--- config.mk ---
export PLATFORM = sky130hd
export DESIGN_NAME = pcie
export DESIGN_NICKNAME = d
export VERILOG_FILES = /design/src/rtl/pcie.sv
export SDC_FILE = /design/constraint.sdc
export NUM_CORES = 1
export LEC_CHECK = 0
export BUFFER_PORTS_ARGS = -buffer_cell sky130_fd_sc_hd__buf_2
export CAP_MARGIN = 10
export CELL_PAD_IN_SITES_DETAIL_PLACEMENT = 1
export CELL_PAD_IN_SITES_GLOBAL_PLACEMENT = 1
export CORE_MARGIN = 2
export CORE_UTILIZATION = 40
export DETAILED_ROUTE_END_ITERATION = 8
export GPL_ROUTABILITY_DRIVEN = 0
export PLACE_DENSITY = 0.71
export REMOVE_ABC_BUFFERS = 1
export SYNTH_ARGS = -nofsm -noshare
export SYNTH_HDL_FRONTEND = slang
export SYNTH_SLANG_ARGS = --single-unit
--- constraint.sdc ---
create_clock -name CLK -period 4.5 [get_ports CLK]
set_input_delay 0.9 -clock CLK [delete_from_list [all_inputs] [get_ports CLK]]
set_output_delay 0.9 -clock CLK [all_outputs]
set_load 0.02 [all_outputs]
--- src/rtl/pcie.sv ---
// pcie: byte FIFO with INIT/IDLE/ACTIVE/ERROR link state machine.
// Ports: CLK, RESET (async), reset (sync re-init), CONTROL, DATA, DATA_out.
// CONTROL[0]=WR push, CONTROL[1]=RD pop, CONTROL[3:2]=output transform.
// DATA_out is the registered, transformed byte of the last accepted pop.
// Macro PCIE_SCRAMBLE_EN: mode 11 XORs with 8'h55 (else pass-through).
module pcie #(
    parameter int DEPTH = 4
) (
    input  logic       CLK,
    input  logic       RESET,
    input  logic       reset,
    input  logic [3:0] CONTROL,
    input  logic [7:0] DATA,
    output logic [7:0] DATA_out
);

    localparam int AW = (DEPTH > 1) ? $clog2(DEPTH) : 1;
    localparam logic [AW:0] FULL_CNT = (AW + 1)'(DEPTH);

    typedef enum logic [1:0] {
        INIT,
        IDLE,
        ACTIVE,
        ERROR
    } state_t;

    state_t        state;
    state_t        state_nxt;
    logic [1:0]    init_cnt;
    logic [AW-1:0] wr_ptr;
    logic [AW-1:0] rd_ptr;
    logic [AW:0]   count;
    logic [AW:0]   count_nxt;
    logic [7:0]    mem [DEPTH];

    logic       wr;
    logic       rd;
    logic [1:0] mode;
    logic       go;
    logic       empty;
    logic       full;
    logic       underflow;
    logic       overflow;
    logic       do_push;
    logic       do_pop;

    assign wr   = CONTROL[0];
    assign rd   = CONTROL[1];
    assign mode = CONTROL[3:2];

    // Commands are only honoured in IDLE/ACTIVE and lose to a sync reset.
    assign go        = ((state == IDLE) || (state == ACTIVE)) && !reset;
    assign empty     = (count == '0);
    assign full      = (count == FULL_CNT);
    // An empty-FIFO read is an error even when a write arrives with it.
    assign underflow = go && rd && empty;
    assign overflow  = go && wr && !rd && full;
    assign do_pop    = go && rd && !empty;
    assign do_push   = go && wr && !underflow && (!full || rd);

    assign count_nxt = count
                     + {{AW{1'b0}}, do_push}
                     - {{AW{1'b0}}, do_pop};

    function automatic logic [7:0] xform(input logic [1:0] m,
                                         input logic [7:0] d);
        logic [7:0] r;
        r = d;
        unique case (m)
            2'b01: r = ~d;
            2'b10: r = {d[3:0], d[7:4]};
`ifdef PCIE_SCRAMBLE_EN
            2'b11: r = d ^ 8'h55;
`else
            2'b11: r = d;
`endif
            default: r = d;
        endcase
        return r;
    endfunction

    always_comb begin
        state_nxt = state;
        unique case (state)
            INIT: begin
                if (init_cnt == 2'd3) state_nxt = IDLE;
            end
            IDLE, ACTIVE: begin
                if (underflow || overflow) state_nxt = ERROR;
                else if (count_nxt == '0)  state_nxt = IDLE;
                else                       state_nxt = ACTIVE;
            end
            ERROR: state_nxt = ERROR;
            default: state_nxt = INIT;
        endcase
        if (reset) state_nxt = INIT;
    end

    always_ff @(posedge CLK or posedge RESET) begin
        if (RESET) begin
            state    <= INIT;
            init_cnt <= 2'd0;
        end else begin
            state <= state_nxt;
            if (reset || (state != INIT)) init_cnt <= 2'd0;
            else                          init_cnt <= init_cnt + 2'd1;
        end
    end

    always_ff @(posedge CLK or posedge RESET) begin
        if (RESET) begin
            wr_ptr   <= '0;
            rd_ptr   <= '0;
            count    <= '0;
            DATA_out <= 8'h00;
        end else if (reset) begin
            wr_ptr   <= '0;
            rd_ptr   <= '0;
            count    <= '0;
            DATA_out <= 8'h00;
        end else begin
            count <= count_nxt;
            if (do_push) wr_ptr <= wr_ptr + 1'b1;
            if (do_pop) begin
                rd_ptr   <= rd_ptr + 1'b1;
                DATA_out <= xform(mode, mem[rd_ptr]);
            end
            // Errors never coincide with a pop, so clearing here is safe.
            if (underflow || overflow) DATA_out <= 8'h00;
        end
    end

    // Storage is not reset; pointers and count define what is valid.
    always_ff @(posedge CLK) begin
        if (do_push) mem[wr_ptr] <= DATA;
    end

endmodule

==> results of run 1 <==
==> power breakdown <==
part           switching [mW]  internal [mW]  leakage [nW]
combinational          0.0608         0.0396         0.492
clock                   0.154          0.166        0.0562
sequential            0.00793          0.511         0.551
==> cell families (layout without fill, tap and decap cells) <==
logic type | count (synthesis) | count (layout) | synth area share [%]
and+or+nand+nor | 43 | 43 | 9.69
muxes | 20 | 20 | 8.30
xor gates and xnor gates | 6 | 6 | 2.08
AOI/OAI and AO/OA | 42 | 42 | 12.6
adders and majority gates | 13 | 13 | 6.72
DFF | 51 | 51 | 56.7
buffers and inverters | 21 | 45 | 3.90
==> path summary, 6_finish.rpt <==
path / from / end / slack (ns) / cells after the start
min in group asynchronous: RESET / DATA_out[6] / 0.71 / 2
max in group asynchronous: RESET / wr_ptr[1] / 3.32 / 2
setup / recovery: state[0] / state[1] / 1.08 / 14
hold / removal: init_cnt[0] / init_cnt[0] / 0.46 / 1
setup reg to reg: state[0] / state[1] / 1.08 / 14
hold reg to reg: init_cnt[0] / init_cnt[0] / 0.46 / 1
==> cells in the mapped netlist, types with 4 or more instances <==
cell type	n
ha_1	12
xnor2_1	5
o22ai_1	7
edfxtp_1	32
nor2b_1	5
a22o_1	4
mux2i_1	12
nor2_1	9
and2_1	5
mux2_2	8
inv_1	15
a31oi_1	4
a221oi_1	5
nand2_1	10
dfrtp_1	19
==> metal layers <==
layer  global-route usage, %  up-vias  share of wire [%]
met5                       0        -                  0
met4                    5.28        0                1.2
met3                    2.57        5                2.9
met2                    26.3       22                 49
met1                    21.9      822                 47
li1                        -      780                  -
==> metrics by stage <==
stage	hold slack [ns]	utilization [%]	area (um^2)	power [mW]
2_1_floorplan	0.413	-	2490	0.595
3_3_place_gp	0.433	44.7	2690	0.628
3_5_place_dp	0.441	44.7	2690	0.630
4_1_cts	0.456	46.5	2800	0.951
5_1_grt	0.506	46.5	2800	0.978
6_report	0.457	46.5	2800	0.939
==> worst reg2reg max path: cells and delay by family, from the launching register on <==
kind / cells / cell delay [ns]
DFF: 1 / 0.38
buffers and inverters: 4 / 0.25
adders and majority gates: 4 / 1.12
AOI/OAI and AO/OA: 2 / 0.50
xor gates and xnor gates: 2 / 0.39
and+or+nand+nor: 2 / 0.65
==> cell type report <==
class                      count  area share [%]
clock buffer                   5            2.45
clock inverter                 3            1.52
inverter                      15            2.01
multi-input combinational    124            35.5
sequential                    51            51.2
tap                           75            3.35
timing repair buffer          22            3.93
==> state kept, by name, indices dropped and copies added, names as in the netlist <==
name / count
count: 3
rd_ptr: 2
init_cnt: 2
DATA_out: 8
wr_ptr: 2
mem: 32
state: 2
==> reports/results.ini, run 1 <==
[run_status]
outcome=finished, final reports clean

[clocking]
cts_tree=built
cts_inserted_buffers=5
clock-sinks=51
postCtsSetupBuffers=0
cts_hold_buf=0
clockRootBuffer=clkbuf_8
clockBufferDepth=2
clkTransAtPathRegs_ns=0.09
cts-htree-levels=2
clk_latency_ns=0.30
ctsResizeCount=0

[synthesis]
synth_top_area_share_pct=38.0
ys_seq_area_share_pct=56.7
avgSynthCellArea_um2=12.9
synth_area_leaders=edfxtp_1 (38%), dfrtp_1 (19%), ha_1 (5.9%)
yosysTopAreaCell=edfxtp_1
synth.cell_area_um2=2530
synthCells=196
synth_cell_type_count=44
async_flop_share_pct=37.3
synth_ff_type=edfxtp_1
yosys_warnings=0
ys_ff_latch=51
synth_edf_count=32

[run]
drv_cap=0

[final_layout]
instances_no_fill=295
nFillCells=628
final_cell_mix=edfxtp_1 (32), buf_2 (22), dfrtp_1 (19), inv_1 (15)
multi_input_area_um2=996
drive_gt1_share_pct=19.1
final_common_cell=edfxtp_1
final_nets=247
diodes=0
area_delta_synth_final_pct=10.8
ff_latch_area_um2=1440

[timing]
finalSetupViolCount=0
min_period_ns=3.42
rsz0062_at_grt=no
worst_pin_slew_ns=0.827
slew_headroom_pct=44.9
worst_slack_ns=1.08
skew_ns=0.00767
fin_crit_sh_pct=76.0
fmax_mhz=292
slew_violations=0
hold_viol_final=0
setup-tns-final_ns=0

[setup_path]
end_kind=flip-flop
crit_fanout=7
crit_top_cell=inv_1
required_ns=4.68
critPathLaunchType=flip-flop
setup.worst_path.class=flip-flop to flip-flop
crit_arrival_ns=3.60
slowest_delay_ns=0.38
crit_buf_inv=4
slowest_stage=dfrtp_1
critPathTopFamily=adder cells
crit_chain=inv_1 -> ha_1 -> nor2b_1 -> o311a_1 -> inv_1 -> ha_1 -> inv_1 -> ha_1 -> inv_1 -> fa_1 -> xor2_1 -> xnor2_1 -> nor4bb_1 -> o32ai_1

[route]
drcViolationCount=0
drtAntennaViolNets=0
drtPass1Iterations=4
routed_wl_um=5180
vias_per_cell=5.52
drt_iter0_drc=69
routedWlPerCell_um=17.5
num_vias=1629

[die]
core_um2=6030
initial_utilization_pct=42.0
rows=28
die_w_um=83.6
io_pins=23
dieArea_um2=6980
die_h_um=83.6

[grt]
grt_pass1_wl_um=8840
grt_max_degree=20
grtUsageTotal_pct=16.1
gr-total-overflow=0
antenna_found_initial=0
grt_pass1_vias=1737

[pwr]
power_density_nw_per_um2=335
leakage_nw=1.10
peakVddDrop_mv=0.184

[worst_hold_path]
hp-class=flip-flop to flip-flop

[placement]
place_inst=287
dp_hpwl_um=3810
post-place-ws_ns=0.780
portBuffers=22

Power figures use the tool's default switching activity.
==> run 2: changes to the inputs <==
- PLACE_DENSITY: 0.71 -> 0.74
- clock period: 4.5 -> 3.1 ns (I/O delays scaled with it)
==> run 2 against run 1 <==
Sequential power grew 45%. Largest cell class unchanged. Critical path depth is the same. Hold slack lost 0.029 ns. Design area grew 2.3%. Clock-buffer cell count is the same. Die area is the same. Highest routed layer unchanged. Worst setup slack lost 0.89 ns. Critical path type unchanged. Via count is essentially flat. Clock power grew 28%. Non-clock buffer count grew 7. Power grew 41%. Combinational power grew 65%. Critical endpoint unchanged.
==> reports/results.ini, run 2 (same netlist as run 1, synthesis figures left out) <==
[run_status]
outcome=finished, final reports clean

[final_layout]
area_delta_synth_final_pct=13.3
final_nets=254
top_regs=mem: 32 flops, DATA_out: 8 flops, count: 3 flops
diodes=0
drive_gt1_share_pct=23.3
largest-register=mem
instances_no_fill=302
final_cell_mix=edfxtp_1 (32), buf_2 (22), dfrtp_1 (19), inv_1 (15), mux2i_1 (12)
nFillCells=657
final_cell_area_um2=2870
final_common_cell=edfxtp_1
largest_reg_flops=32

[setup_path]
critPathTopFamily=adder cells
end_kind=flip-flop
rr_startpoint=state[0]
critPathLaunchType=flip-flop
slowest_stage=dfrtp_1
crit_buf_inv=4
setup.worst_path.class=flip-flop to flip-flop
crit_top_cell=inv_1
crit_arrival_ns=3.12
r2r-end=state[1]
required_ns=3.31
r2r_slack_ns=0.19
ff2ff_path_depth=14
slowest_delay_ns=0.39
crit_chain=inv_1 -> ha_4 -> nor2b_4 -> o311a_1 -> inv_1 -> ha_1 -> inv_1 -> ha_1 -> inv_1 -> fa_1 -> xor2_1 -> xnor2_1 -> nor4bb_2 -> o32ai_1
crit_fanout=3

[timing]
slew_violations=0
setup-tns-final_ns=0
fin_crit_sh_pct=93.9
finalSetupViolCount=0
worst_pin_slew_ns=0.832
slew_headroom_pct=44.6
min_period_ns=2.91
rsz0062_at_grt=no
skew_ns=0.00996
worst_slack_ns=0.190
fmax_mhz=344
hold_viol_final=0

[placement]
place_inst=292
dp_hpwl_um=3800
post-place-ws_ns=-0.0467
portBuffers=22
place_area_um2=2730

[route]
drtAntennaViolNets=0
num_vias=1628
routedWlPerCell_um=17.0
drcViolationCount=0
drt_iter0_drc=78
routed_wl_um=5140
drtPass1Iterations=4
vias_per_cell=5.39

[grt]
grt_pass1_vias=1698
grt_max_degree=20
gr-total-overflow=0
grtUsageTotal_pct=15.8
antenna_found_initial=0
grt_pass1_wl_um=8750

[clocking]
cts_inserted_buffers=5
cts-htree-levels=2
clkTransAtPathRegs_ns=0.10
clockBufferDepth=2
cts_hold_buf=0
clock-sinks=51
clk_latency_ns=0.31
cts_tree=built
clockRootBuffer=clkbuf_8

[die]
core_um2=6030
rows=28
die_h_um=83.6
initial_utilization_pct=42.0
die_w_um=83.6
io_pins=23
dieArea_um2=6980

[worst_hold_path]
hp-class=input pin to asynchronous set/reset pin

[run]
drv_cap=0

[pwr]
peakVddDrop_mv=0.264
power_density_nw_per_um2=463
leakage_nw=1.13

==> run 2: timing repair <==
item                                   in CTS  in global routing
endpoints found under the hold margin       0                  0
pin swaps                                   0                  1
setup endpoints to repair                   1                  2
gates resized for setup                     2                  2
buffers inserted                            0                  2
==> run 2: final cells by class <==
class | instances | area, um^2 | area share [%]
Tap cell | 75 | 93.8 | 3.27
Clock inverter | 3 | 28.8 | 1.00
Sequential cell | 51 | 1440 | 50.1
Timing Repair Buffer | 29 | 163 | 5.67
Inverter | 15 | 56.3 | 1.96
Multi-Input combinational cell | 124 | 1020 | 35.6
Clock buffer | 5 | 68.8 | 2.40
==> run 2: worst max path at each step <==
| stage | from | depth (start not counted) | to | slack [ns] |
|---|---|---|---|---|
| floorplan | state[0] | 14 | state[1] | 0.07 |
| global placement | state[0] | 14 | state[1] | 0.13 |
| detailed placement | state[0] | 14 | state[1] | -0.05 |
| CTS | state[0] | 14 | state[1] | 0.02 |
| global route | state[0] | 14 | state[1] | 0.02 |
| finish | state[0] | 14 | state[1] | 0.19 |
==> run 2: stage by stage <==
step	power (mW)	util (%)	hold WS [ns]
after floorplan	0.864	-	0.413
after global placement	0.913	45.3	0.435
after detailed placement	0.919	45.3	0.437
after CTS	1.33	47.1	0.451
after global routing	1.39	47.6	0.474
final	1.33	47.6	0.428
==> run 2: power breakdown <==
part           total, mW  switching, mW  internal, mW  leakage [nW]
Sequential         0.752         0.0105         0.742         0.551
Combinational      0.165         0.0924        0.0724         0.531
Clock              0.411          0.243         0.168        0.0502
==> run 2: metal layers <==
metal	up-vias	wire length, um	GRT usage (%)
li1	793	-	-
met1	800	2470	21.3
met2	29	2390	25.1
met3	6	195	3.56
met4	0	84	5.72
met5	-	0	0
==> run 2: worst register-to-register path, cell delays in order (launching register included) <==
cell	delay [ns]
dfrtp_1	0.39
inv_1	0.09
ha_4	0.29
nor2b_4	0.16
o311a_1	0.20
inv_1	0.06
ha_1	0.26
inv_1	0.06
ha_1	0.13
inv_1	0.05
fa_1	0.38
xor2_1	0.16
xnor2_1	0.14
nor4bb_2	0.18
o32ai_1	0.27
==> run 3: changes to the inputs <==
- PLACE_DENSITY: 0.74 -> 0.71
- clock period: 3.1 -> 2.9 ns (I/O delays scaled with it)
==> run 3 against run 2 <==
Clock power grew 4%. Hold slack worse by 0.039 ns. Sequential share of layout area decreased by 1.9 points. Sequential cell count stayed put. Critical path type unchanged. Critical endpoint unchanged. Largest cell class unchanged. Largest power group unchanged.
==> reports/results.ini, run 3 (same netlist as run 1, synthesis figures left out) <==
[run_status]
outcome=finished, final reports clean

[die]
dieArea_um2=6980
die_h_um=83.6
rows=28
initial_utilization_pct=42.0
io_pins=23
die_w_um=83.6
core_um2=6030

[timing]
slew_violations=0
skew_ns=0.00779
worst_pin_slew_ns=0.737
slew_headroom_pct=50.8
setup-tns-final_ns=0
fmax_mhz=361
min_period_ns=2.77
fin_crit_sh_pct=95.6
hold_viol_final=0
finalSetupViolCount=0

[pwr]
power_density_nw_per_um2=481
peakVddDrop_mv=0.325
leakage_nw=1.18

[grt]
grt_pass1_wl_um=8770
grt_max_degree=20
antenna_found_initial=0
grt_pass1_vias=1769
gr-total-overflow=0
grt_use_met1_pct=21.5
grt-busiest-layer=met2
grt.met2_usage_pct=25.7
grtUsageTotal_pct=15.8
met3_usage_pct=3.07

[run]
drv_cap=0

[setup_path]
crit_fanout=3
end_kind=flip-flop
crit_arrival_ns=2.96
required_ns=3.08
setup.worst_path.class=flip-flop to flip-flop
critPathLaunchType=flip-flop

[clocking]
clockBufferDepth=2
cts_inserted_buffers=5
clkTransAtPathRegs_ns=0.10
cts_tree=built
clock-sinks=51
cts-htree-levels=2
clockRootBuffer=clkbuf_8
clk_latency_ns=0.30

[final_layout]
area_delta_synth_final_pct=17.8
diodes=0
final_common_cell=edfxtp_1
largest_reg_flops=32
postLayoutCoreUtil_pct=49.5
top_regs=mem: 32 flops, DATA_out: 8 flops, count: 3 flops
drive_gt1_share_pct=30.5
final_cell_mix=edfxtp_1 (32), buf_2 (22), dfrtp_1 (19), buf_4 (15), mux2i_1 (12)
largest-register=mem
final_nets=263

[route]
num_vias=1699
routed_wl_um=5620
drcViolationCount=0
vias_per_cell=5.46
drtAntennaViolNets=0
drt_iter0_drc=114
routedWlPerCell_um=18.1
drtPass1Iterations=4

[placement]
portBuffers=22
dp_hpwl_um=4010

[worst_hold_path]
hp-class=input pin to asynchronous set/reset pin

==> run 3: routing by layer <==
layer	up-vias	part of all wire (%)
met3	4	4.1
li1	814	-
met5	-	0
met4	0	0.87
met1	839	46
met2	42	49
==> run 3: metrics by stage <==
stage          power (mW)  hold slack, ns  instances  worst slack (ns)  instance area, um^2
6_report             1.44           0.389        311             0.127                 2980
5_1_grt              1.50           0.452        311          -0.00693                 2980
4_1_cts              1.42           0.423        308           0.00134                 2890
3_5_place_dp        0.996           0.455        299           -0.0755                 2780
3_3_place_gp        0.990           0.436        299            0.0369                 2780
2_1_floorplan       0.923           0.413        190            -0.126                 2490
==> run 3: worst max-delay path, cell delays in order (launching register included) <==
cell	delay, ns
dfrtp_1	0.37
inv_2	0.06
ha_4	0.27
nor2b_4	0.14
buf_6	0.11
nand3_2	0.09
inv_2	0.09
ha_4	0.20
inv_2	0.06
ha_4	0.12
inv_2	0.04
fa_2	0.37
xor2_1	0.18
xnor2_1	0.22
nor4bb_4	0.24
o32ai_1	0.11
==> run 3: what timing repair did <==
item                       CTS  global route
setup endpoints to repair    2             3
pin swaps                    2             7
hold buffers                 0             0
setup buffers                1             3
gates resized for setup      1            16
==> run 3: final timing paths <==
kind	end	slack [ns]	from	cells past startpoint
worst max-delay path	state[1]	0.13	state[0]	15
worst max register to register	state[1]	0.13	state[0]	15
worst min register to register	init_cnt[0]	0.46	init_cnt[0]	1
worst min-delay path	init_cnt[1]	0.39	RESET	2
max in group asynchronous	wr_ptr[1]	2.05	RESET	2
min in group CLK	init_cnt[0]	0.46	init_cnt[0]	1
==> run 3: power by group <==
part,internal (mW),leakage [nW],switching [mW]
Combinational,0.0941,0.581,0.109
Clock,0.177,0.0463,0.249
Sequential,0.793,0.551,0.0120
==> run 3: layout make-up <==
type                    instances  area, um^2
fillers                       638        3040
flip-flops and latches         51        1440
repair buffers                 38         234
well taps                      75        93.8
inverters                      15        56.3
clock inverters                 3        27.5
multi-input cells             124        1060
clock buffers                   5        68.8
